==> config.mk <==
export PLATFORM = sky130hd
export DESIGN_NAME = legv8_op_sequencer
export DESIGN_NICKNAME = d
export VERILOG_FILES = /design/src/rtl/legv8_ctrl_pkg.sv /design/src/rtl/legv8_cw_encode.sv /design/src/rtl/legv8_op_sequencer.sv
export SDC_FILE = /design/constraint.sdc
export NUM_CORES = 1
export LEC_CHECK = 0
export CORE_AREA = 2 2 101 103
export DETAILED_ROUTE_END_ITERATION = 10
export DIE_AREA = 0 0 103 105
export PLACE_DENSITY = 0.8
export SETUP_SLACK_MARGIN = 0.02
export SYNTH_ARGS = -nofsm -noshare
export SYNTH_HDL_FRONTEND = slang
export SYNTH_SLANG_ARGS = --single-unit
==> constraint.sdc <==
create_clock -name clock -period 2.47 [get_ports clock]
set_clock_uncertainty 0.1 [all_clocks]
set_input_delay 0.3705 -clock clock [delete_from_list [all_inputs] [get_ports clock]]
set_output_delay 0.3705 -clock clock [all_outputs]
set_load 0.02 [all_outputs]
==> src/rtl/legv8_ctrl_pkg.sv <==
// Shared constants and types for the LEGv8 op sequencer: opcodes, ALU function
// selects, ControlWord field layout, FSM state encoding and a field bundle type.
package legv8_ctrl_pkg;

  localparam logic [3:0] OP_NOP  = 4'd0;
  localparam logic [3:0] OP_MOVI = 4'd1;
  localparam logic [3:0] OP_ADD  = 4'd2;
  localparam logic [3:0] OP_SUB  = 4'd3;
  localparam logic [3:0] OP_AND  = 4'd4;
  localparam logic [3:0] OP_ORR  = 4'd5;
  localparam logic [3:0] OP_EOR  = 4'd6;
  localparam logic [3:0] OP_ADDI = 4'd7;
  localparam logic [3:0] OP_SUBI = 4'd8;
  localparam logic [3:0] OP_LSL  = 4'd9;
  localparam logic [3:0] OP_LSR  = 4'd10;
  localparam logic [3:0] OP_STUR = 4'd11;
  localparam logic [3:0] OP_LDUR = 4'd12;
  localparam logic [3:0] OP_ADDS = 4'd13;
  localparam logic [3:0] OP_SUBS = 4'd14;
  localparam logic [3:0] OP_ILL  = 4'd15;

  localparam logic [4:0] FS_AND = 5'b00000;
  localparam logic [4:0] FS_ORR = 5'b00100;
  localparam logic [4:0] FS_ADD = 5'b01000;
  localparam logic [4:0] FS_EOR = 5'b01100;
  localparam logic [4:0] FS_SUB = 5'b01010;
  localparam logic [4:0] FS_LSL = 5'b10000;
  localparam logic [4:0] FS_LSR = 5'b10100;

  localparam int CW_SA_LSB   = 20;
  localparam int CW_SB_LSB   = 15;
  localparam int CW_DA_LSB   = 10;
  localparam int CW_REGWRITE = 9;
  localparam int CW_MEMWRITE = 8;
  localparam int CW_FS_LSB   = 3;
  localparam int CW_BSEL     = 2;
  localparam int CW_EN_MEM   = 1;
  localparam int CW_EN_ALU   = 0;

  localparam logic [24:0] IDLE_CW = 25'b0;

  typedef logic [1:0] state_t;
  localparam state_t IDLE    = 2'd0;
  localparam state_t EXEC    = 2'd1;
  localparam state_t LD_ADDR = 2'd2;
  localparam state_t LD_WB   = 2'd3;

  typedef struct packed {
    logic [4:0] sa;
    logic [4:0] sb;
    logic [4:0] da;
    logic       reg_write;
    logic       mem_write;
    logic [4:0] fs;
    logic       bsel;
    logic       en_mem;
    logic       en_alu;
  } cw_fields_t;

  // ALU function select for the register-register and register-immediate ops.
  function automatic logic [4:0] op_fs(input logic [3:0] op);
    case (op)
      OP_AND:                  op_fs = FS_AND;
      OP_ORR:                  op_fs = FS_ORR;
      OP_EOR:                  op_fs = FS_EOR;
      OP_SUB, OP_SUBS, OP_SUBI: op_fs = FS_SUB;
      OP_LSL:                  op_fs = FS_LSL;
      OP_LSR:                  op_fs = FS_LSR;
      default:                 op_fs = FS_ADD;
    endcase
  endfunction

endpackage

==> src/rtl/legv8_cw_encode.sv <==
// Packs the individual datapath control fields into the 25-bit ControlWord.
module legv8_cw_encode
  import legv8_ctrl_pkg::*;
(
  input  cw_fields_t  fields,
  output logic [24:0] cw
);

  always_comb begin
    // NOTE: a full default ahead of the field writes keeps this purely combinational (no latch).
    cw = IDLE_CW;
    cw[CW_SA_LSB +: 5] = fields.sa;
    cw[CW_SB_LSB +: 5] = fields.sb;
    cw[CW_DA_LSB +: 5] = fields.da;
    cw[CW_REGWRITE]    = fields.reg_write;
    cw[CW_MEMWRITE]    = fields.mem_write;
    cw[CW_FS_LSB +: 5] = fields.fs;
    cw[CW_BSEL]        = fields.bsel;
    cw[CW_EN_MEM]      = fields.en_mem;
    cw[CW_EN_ALU]      = fields.en_alu;
  end

endmodule

==> src/rtl/legv8_op_sequencer.sv <==
// Command-driven LEGv8 datapath controller: accepts one macro-op per handshake and
// issues registered control words, sequencing LDUR over an address and a writeback cycle.
module legv8_op_sequencer
  import legv8_ctrl_pkg::*;
(
  input  logic        clock,
  input  logic        reset,
  input  logic        cmd_valid,
  output logic        cmd_ready,
  input  logic [3:0]  cmd_op,
  input  logic [4:0]  cmd_rd,
  input  logic [4:0]  cmd_rn,
  input  logic [4:0]  cmd_rm,
  input  logic [63:0] cmd_imm,
  input  logic [3:0]  status,
  output logic [24:0] ControlWord,
  output logic [63:0] constant,
  output logic [3:0]  flags,
  output logic        done,
  output logic        err,
  output logic        busy
);

  state_t      state, state_nxt;
  cw_fields_t  fields_nxt;
  logic [24:0] cw_nxt;
  logic [63:0] const_nxt;
  logic        done_nxt, err_nxt, busy_nxt;
  logic        flag_pend, flag_pend_nxt;
  logic [4:0]  ld_rd;
  logic        accept;

  assign cmd_ready = (state != LD_ADDR);
  assign accept    = cmd_valid && cmd_ready;

  legv8_cw_encode u_encode (
    .fields (fields_nxt),
    .cw     (cw_nxt)
  );

  always_comb begin
    fields_nxt    = '0;
    const_nxt     = '0;
    state_nxt     = IDLE;
    done_nxt      = 1'b0;
    err_nxt       = 1'b0;
    busy_nxt      = 1'b0;
    flag_pend_nxt = 1'b0;

    if (state == LD_ADDR) begin
      // Address word still on the bus carries base register and offset into writeback.
      fields_nxt.sa        = ControlWord[CW_SA_LSB +: 5];
      fields_nxt.da        = ld_rd;
      fields_nxt.reg_write = 1'b1;
      fields_nxt.fs        = FS_ADD;
      fields_nxt.bsel      = 1'b1;
      fields_nxt.en_mem    = 1'b1;
      const_nxt            = constant;
      state_nxt            = LD_WB;
      done_nxt             = 1'b1;
    end else if (accept) begin
      state_nxt = EXEC;
      done_nxt  = 1'b1;
      case (cmd_op)
        OP_NOP: ;
        OP_MOVI: begin
          fields_nxt.sa        = 5'd31;
          fields_nxt.da        = cmd_rd;
          fields_nxt.reg_write = 1'b1;
          fields_nxt.fs        = FS_ADD;
          fields_nxt.bsel      = 1'b1;
          fields_nxt.en_alu    = 1'b1;
          const_nxt            = cmd_imm;
        end
        OP_ADD, OP_SUB, OP_AND, OP_ORR, OP_EOR, OP_ADDS, OP_SUBS: begin
          fields_nxt.sa        = cmd_rn;
          fields_nxt.sb        = cmd_rm;
          fields_nxt.da        = cmd_rd;
          fields_nxt.reg_write = 1'b1;
          fields_nxt.fs        = op_fs(cmd_op);
          fields_nxt.en_alu    = 1'b1;
          flag_pend_nxt        = (cmd_op == OP_ADDS) || (cmd_op == OP_SUBS);
        end
        OP_ADDI, OP_SUBI, OP_LSL, OP_LSR: begin
          fields_nxt.sa        = cmd_rn;
          fields_nxt.da        = cmd_rd;
          fields_nxt.reg_write = 1'b1;
          fields_nxt.fs        = op_fs(cmd_op);
          fields_nxt.bsel      = 1'b1;
          fields_nxt.en_alu    = 1'b1;
          const_nxt            = (cmd_op == OP_LSL || cmd_op == OP_LSR) ?
                                 {58'b0, cmd_imm[5:0]} : cmd_imm;
        end
        OP_STUR: begin
          fields_nxt.sa        = cmd_rn;
          fields_nxt.sb        = cmd_rd;
          fields_nxt.mem_write = 1'b1;
          fields_nxt.fs        = FS_ADD;
          fields_nxt.bsel      = 1'b1;
          fields_nxt.en_mem    = 1'b1;
          const_nxt            = cmd_imm;
        end
        OP_LDUR: begin
          fields_nxt.sa = cmd_rn;
          fields_nxt.fs = FS_ADD;
          fields_nxt.bsel = 1'b1;
          const_nxt     = cmd_imm;
          state_nxt     = LD_ADDR;
          done_nxt      = 1'b0;
          busy_nxt      = 1'b1;
        end
        default: begin
          done_nxt = 1'b0;
          err_nxt  = 1'b1;
        end
      endcase
    end
  end

  always_ff @(posedge clock or negedge reset) begin
    if (!reset) begin
      state       <= IDLE;
      ControlWord <= IDLE_CW;
      constant    <= '0;
      flags       <= '0;
      done        <= 1'b0;
      err         <= 1'b0;
      busy        <= 1'b0;
      flag_pend   <= 1'b0;
      ld_rd       <= '0;
    end else begin
      // NOTE: non-blocking assignments so every register samples pre-edge values.
      state       <= state_nxt;
      ControlWord <= cw_nxt;
      constant    <= const_nxt;
      done        <= done_nxt;
      err         <= err_nxt;
      busy        <= busy_nxt;
      flag_pend   <= flag_pend_nxt;
      // Status reflects the ADDS/SUBS word that is on the bus during this cycle.
      if (flag_pend) flags <= status;
      if (accept && cmd_op == OP_LDUR) ld_rd <= cmd_rd;
    end
  end

endmodule

* Yosys cells after proc, flatten, opt, wreduce, memory -nomap -nowiden
Memories as Yosys holds them, arrays and structs flattened.
Index checks and enable logic that the tools add are counted.
** Cells by class
- Muxes and demuxes :: 31
- Reductions and logical operators :: 13
- Equal/unequal tests :: 16
** Operators with widths (number)
- 64-bit two-way mux :: 2
- 64-bit case mux with 2 select lines :: 1
- 4-bit equality test (second input constant) :: 7
- 25-bit two-way mux :: 1
- 5-bit case mux with 2 select lines :: 2
- 1-bit two-way mux :: 17
- 4-bit by 3-bit equality test with 1-bit output (second input constant) :: 4
- 5-bit case mux with 3 select lines :: 1
- 15-bit OR reduction :: 1
- 14-bit OR reduction :: 1
- 7-bit OR reduction :: 2
- 13-bit OR reduction :: 1
- 6-bit two-way mux :: 2
- 12-bit OR reduction :: 1
- 4-bit by 2-bit equality test with 1-bit output (second input constant) :: 2
- 7-bit two-way mux :: 1
- 2-bit two-way mux :: 3
- 5-bit two-way mux :: 1
- 4-bit by 1-bit equality test with 1-bit output (second input constant) :: 1
- 4-bit zero test :: 1
- 4-bit OR reduction :: 1
- 3-bit OR reduction :: 1
- 2-bit equality test (second input constant) :: 1
- 1-bit logical AND :: 2
- other kinds (2) :: 3
** Storage, ports and cells
- Register bits :: 104
- Input port bits :: 90
- Output and inout port bits :: 97
- Memories :: 2
- Word-level logic and storage cells :: 72
- Bits in read-only memories :: 128
** Memories
- (name not given) :: words 16, bits a word 4, rd ports 1, clocked after memory_dff 0, write ports 0, RTL line legv8_ctrl_pkg.sv:62 : case (op)
- (name not given) :: words 16, bits a word 4, rd ports 1, clocked after memory_dff 0, write ports 0, RTL line legv8_ctrl_pkg.sv:62

* Logic depth before layout (Yosys ltp)
Gate-level depths: netlist of the first run.
- Depth in word-level cells :: 5
- Mapped depth :: 11

* Modules after synthesis
A second synthesis of the first run with hierarchy kept.
** Unflattened totals
- Cells, all modules :: 466
- Area total of the unflattened synthesis :: 4614.4 um^2
** Modules (own cells, without submodules)
- legv8_op_sequencer :: cells each 441, area an instance 4426.7 um^2, times used 1
- legv8_cw_encode :: cells each 25, area an instance 187.7 um^2, times used 1

* Least setup slack after synthesis of the first run
OpenSTA, ideal clock, no wires.
- Path kind :: input -> register
- Start point :: input port cmd_op[0]
- End point :: register constant[60]
- Setup slack :: 257 ps
- Stages :: 10
- Library setup time :: 121 ps
- Path buffers :: 4
- Data arrival time :: 1992 ps
- Cell sequence :: inv_1 ha_1 buf_2 o31a_1 o2111a_2 and3_1 clkbuf_2 buf_6 buf_6 a22o_1
** Between the ends
- Longest elaborated chain between the ends :: 5
- Elaborated cells between the ends (all ways) :: 13
** RTL lines
- start, declared :: RTL line legv8_op_sequencer.sv:10 : input logic [3:0] cmd_op,
- 4-bit equality test :: RTL line legv8_op_sequencer.sv:64, legv8_op_sequencer.sv:91
- 1-bit logical OR :: RTL line legv8_op_sequencer.sv:91 : const_nxt = (cmd_op == OP_LSL || cmd_op == OP_LSR) ?
- 64-bit two-way mux :: RTL line legv8_op_sequencer.sv:91
- 64-bit case mux with 2 select lines (*) :: RTL line legv8_op_sequencer.sv:64 : case (cmd_op)
- 64-bit two-way mux (*) :: RTL line legv8_op_sequencer.sv:61 : end else if (accept) begin
- end signal, assigned :: RTL line legv8_op_sequencer.sv:135 : constant <= const_nxt;
- end, declared :: RTL line legv8_op_sequencer.sv:17 : output logic [63:0] constant,
Mark *: on every way between the ends. The rest lies on a longest branch, timed or not.
A chain may end at the register's enable or synchronous reset.

* Final worst setup path of the first run
- Start point :: input port cmd_op[1]
- End point :: register ControlWord[22]
** Between the ends
- Longest elaborated chain between the ends :: 4
- Elaborated cells between the ends (all ways) :: 17
** RTL lines
- 4-bit equality test (tied with other cells) :: RTL line legv8_op_sequencer.sv:64
- 13-bit OR reduction (no source line)
- 5-bit case mux with 2 select lines (*) :: RTL line legv8_op_sequencer.sv:64
- 25-bit two-way mux (*) :: RTL line legv8_op_sequencer.sv:61
- end signal, assigned :: RTL line legv8_op_sequencer.sv:134 : ControlWord <= cw_nxt;
- end, declared :: RTL line legv8_op_sequencer.sv:16 : output logic [24:0] ControlWord,
Marks and branches as above.

==> impl_metrics.prom, run 1 <==
# TYPE chip_impl_metric gauge
chip_impl_info{name="outcome",value="complete, no violations"} 1
chip_impl_metric{name="power_per_cell_area",unit="nW/um^2"} 563
chip_impl_metric{name="clock_path_buffers",unit=""} 2
chip_impl_info{name="slowest_stage",value="clkdlybuf4s50_1"} 1
chip_impl_metric{name="fillerInstances",unit=""} 757
chip_impl_metric{name="ys.warnings.count",unit=""} 0
chip_impl_metric{name="fin_nets",unit=""} 577
chip_impl_metric{name="grt_use_total",unit=""} 0.203
chip_impl_info{name="clock_tree_from_tritoncts",value="yes"} 1
chip_impl_metric{name="post_synthesis_cell_count",unit=""} 287
chip_impl_metric{name="fmax",unit="GHz"} 0.439
chip_impl_metric{name="final-setup-viol-count",unit=""} 0
chip_impl_metric{name="final_min_period_over_clock_period",unit=""} 0.923
chip_impl_info{name="synth_area_leader_cell",value="dfrtp_1"} 1
chip_impl_info{name="synth.most_common_cell",value="dfrtp_1"} 1
chip_impl_metric{name="initial_core_util",unit=""} 0.408
chip_impl_info{name="clk_root_buffer_cell",value="clkbuf_8"} 1
chip_impl_metric{name="antenna-diode-count",unit=""} 0
chip_impl_metric{name="drc",unit=""} 0
chip_impl_metric{name="vias_per_cell",unit=""} 5.08
chip_impl_metric{name="maximum_number_of_pins_on_one_net_before_global_route_repair",unit=""} 79
chip_impl_metric{name="syn_area",unit="sq um"} 3930
chip_impl_metric{name="cp_data_required_time",unit="ns"} 2.61
chip_impl_metric{name="synth-seq-cells",unit=""} 103
chip_impl_info{name="yosys_most_used_dff",value="dfrtp_1"} 1
chip_impl_metric{name="crit_fanout",unit=""} 5
chip_impl_metric{name="asyncSetResetFlopFracSynth",unit=""} 1.00
chip_impl_metric{name="timing.slew.headroom",unit=""} 0.446
chip_impl_metric{name="cts_htree_levels",unit=""} 3
chip_impl_metric{name="count_of_cells_resized_by_post_cts_repair",unit=""} 0
chip_impl_metric{name="detail_route.wirelength",unit="mm"} 10.9
chip_impl_metric{name="synth_cell_type_count",unit=""} 36
chip_impl_metric{name="grt_antenna_before_repair",unit=""} 0
chip_impl_info{name="rsz0062_at_grt",value="false"} 1
chip_impl_metric{name="first_pass_grt_wire_length",unit="mm"} 16.8
chip_impl_metric{name="numPortBuffers",unit=""} 185
chip_impl_metric{name="vdd_ir_drop_max",unit="V"} 0.000305
chip_impl_metric{name="number_of_synthesized_flops_with_an_enable_pin",unit=""} 0
chip_impl_info{name="synthTopCellsByCount",value="dfrtp_1, a22o_1, clkbuf_1"} 1
chip_impl_metric{name="ys_seq_area_frac",unit=""} 0.656
chip_impl_metric{name="row_count",unit=""} 36
chip_impl_metric{name="dpl_cells",unit=""} 604
chip_impl_info{name="setup.worst_path.class",value="in -> reg"} 1
chip_impl_metric{name="multi_input_area",unit="sq um"} 1200
chip_impl_metric{name="io_pins",unit=""} 187
chip_impl_metric{name="drtAntennaViolNets",unit=""} 0
chip_impl_info{name="synth.top_cells.by_area",value="dfrtp_1, a22o_1, mux2_2"} 1
chip_impl_metric{name="floorplan.core_area",unit="sq um"} 9640
chip_impl_metric{name="report.final.slew_viol_count",unit=""} 0
chip_impl_metric{name="power.leakage",unit="nW"} 2.85
chip_impl_metric{name="finalWeightedCongestion",unit=""} 0.869
chip_impl_metric{name="place.detailed.hpwl",unit="mm"} 8.15
chip_impl_metric{name="die_area",unit="sq um"} 10800
chip_impl_metric{name="cts_sinks",unit=""} 103
chip_impl_info{name="timing.critical_path.to_type",value="flip-flop"} 1
chip_impl_metric{name="synth_fp_nets",unit=""} 381
chip_impl_metric{name="post-synth-top-area-fraction",unit=""} 0.656
chip_impl_metric{name="worstMarginPinSlew",unit="ns"} 0.831
chip_impl_metric{name="final-instance-count-excl-fill",unit=""} 621
chip_impl_metric{name="final-hold-violation-count",unit=""} 0
chip_impl_info{name="worstPathCellList",value="clkdlybuf4s50_1 -> inv_1 -> ha_1 -> buf_4 -> or2_2 -> a21o_1 -> a21oi_1 -> nor2_1 -> a221o_1"} 1
chip_impl_metric{name="final_util",unit=""} 0.646
chip_impl_metric{name="post-place-ws",unit="ns"} -0.182
chip_impl_metric{name="final_layout_size_suffix_gt1_frac",unit=""} 0.111
chip_impl_metric{name="drtIter0Drc",unit=""} 139
chip_impl_metric{name="numCtsBuffers",unit=""} 9
chip_impl_metric{name="die_h",unit="microns"} 105
chip_impl_info{name="min-delay-path-class",value="in -> async"} 1
chip_impl_metric{name="worst_ep_arrival_time",unit="ns"} 2.42
chip_impl_metric{name="via_count",unit=""} 3156
chip_impl_metric{name="drv.max_cap_violation_count",unit=""} 0
chip_impl_metric{name="route.detailed.wl_per_inst",unit="microns"} 17.6
chip_impl_metric{name="avgSynthCellArea",unit="sq um"} 13.7
chip_impl_metric{name="critical_path.max_stage_delay",unit="ns"} 0.53
chip_impl_info{name="startpoint_type",value="primary input"} 1
chip_impl_metric{name="number_of_global_route_vias_before_repair",unit=""} 3213
chip_impl_metric{name="insertion_delay",unit="ns"} 0.35
chip_impl_metric{name="fin_ws",unit="ns"} 0.190
chip_impl_metric{name="firstDrtPassIters",unit=""} 4
chip_impl_metric{name="clkTransAtPathRegs",unit="ns"} 0.09
chip_impl_metric{name="grt.overflow.total",unit=""} 0
chip_impl_metric{name="synthToLayoutAreaGrowth",unit="%"} 58.4
chip_impl_metric{name="die_width",unit="microns"} 103
chip_impl_metric{name="area.sequential",unit="sq um"} 2580
chip_impl_metric{name="period_needed",unit="ns"} 2.28
-- power by group --
part	internal, mW	switching [mW]
Combinational	0.360	0.294
Clock	0.472	0.552
Sequential	1.78	0.0483
-- registers in the layout (all words and copies together) (netlist names) --
signal / cells
done: 1
flag_pend: 1
state: 2
err: 1
busy: 1
ControlWord: 24
constant: 64
ld_rd: 5
flags: 4
-- cells in the final DEF (no fill, tap or decap), types with 3 or more instances in the layout --
cell             synthesis  final
a221o_1                  5      5
nor2_1                   8      8
clkbuf_8                 0      9
inv_1                    6      6
and3_1                   4      3
mux2_2                   9      9
nand2_1                 13     13
dfrtp_1                103    103
clkdlybuf4s50_1          0    184
a21oi_1                  3      3
a21o_1                   5      5
a22o_1                  74     74
ha_1                     4      4
buf_4                    1     23
-- what timing repair did --
| action | 4_1_cts | 5_1_grt |
|---|---|---|
| hold buffers | 1 | 0 |
| hold endpoints to repair | 30 | 0 |
| setup buffers | 0 | 0 |
-- per-stage QoR --
step | total power, mW | hold WS (ns) | TNS, ns | cell area (sq um)
floorplan | 2.11 | -0.0251 | 0 | 3930
global placement | 2.50 | 0.225 | -2.67 | 6020
detailed placement | 2.52 | 0.227 | -8.75 | 6020
CTS | 3.55 | 0.360 | 0 | 6220
global route | 3.66 | 0.419 | 0 | 6220
finish | 3.51 | 0.382 | 0 | 6220
-- path summary, 6_finish.rpt --
path | start | to | slack, ns | cells after the start
setup / recovery | cmd_op[1] | ControlWord[22] | 0.19 | 9
hold / removal | reset | ControlWord[15] | 0.38 | 2
setup reg to reg | state[1] | ControlWord[13] | 0.65 | 6
hold reg to reg | ld_rd[0] | ControlWord[10] | 0.41 | 1
max in group asynchronous | reset | constant[38] | 1.19 | 3
min in group clock | ld_rd[0] | ControlWord[10] | 0.41 | 1
-- area by class of cell --
cell class              instances  share of cell area
well taps                     133              0.0267
inverters                       7             0.00422
repair buffers                210               0.332
flip-flops and latches        103               0.414
multi-input cells             152               0.193
clock inverters                 5             0.00925
clock buffers                  11              0.0211
-- routing by layer --
layer	wire length [microns]	share of wire	up-vias	track usage
li1	-	-	1460	-
met1	4530	0.41	1577	0.257
met2	5690	0.52	103	0.343
met3	511	0.047	16	0.0321
met4	204	0.019	0	0.0846
met5	0	0	-	0
-- cells by family after synthesis --
group / Yosys count / synth area share
adder cells (fa/ha/maj): 4 / 0.0127
flip-flops: 103 / 0.656
AND/OR/NAND/NOR: 37 / 0.0443
other: 1 / 0.000954
multiplexers: 9 / 0.0258
buffers and inverters: 32 / 0.0411
AO/OA/AOI/OAI: 101 / 0.219
-- worst max-delay path, delay by kind of cell --
kind	cells	cell delay, ns
fa+ha+maj	1	0.21
buf+inv	3	0.76
compound gates	3	0.64
simple gates	2	0.45
Note: power is estimated with default switching activity, not from simulation.
==> run 2, diff against run 1 <==
Settings changed: SKIP_CTS_REPAIR_TIMING set to 1.
==> results of run 2 <==
The final DEF is identical to that of run 1; final timing and power are the same.
Among the figures that moved: via count of the first global-routing pass 3213 -> 3203; met2 usage 0.343 -> 0.341
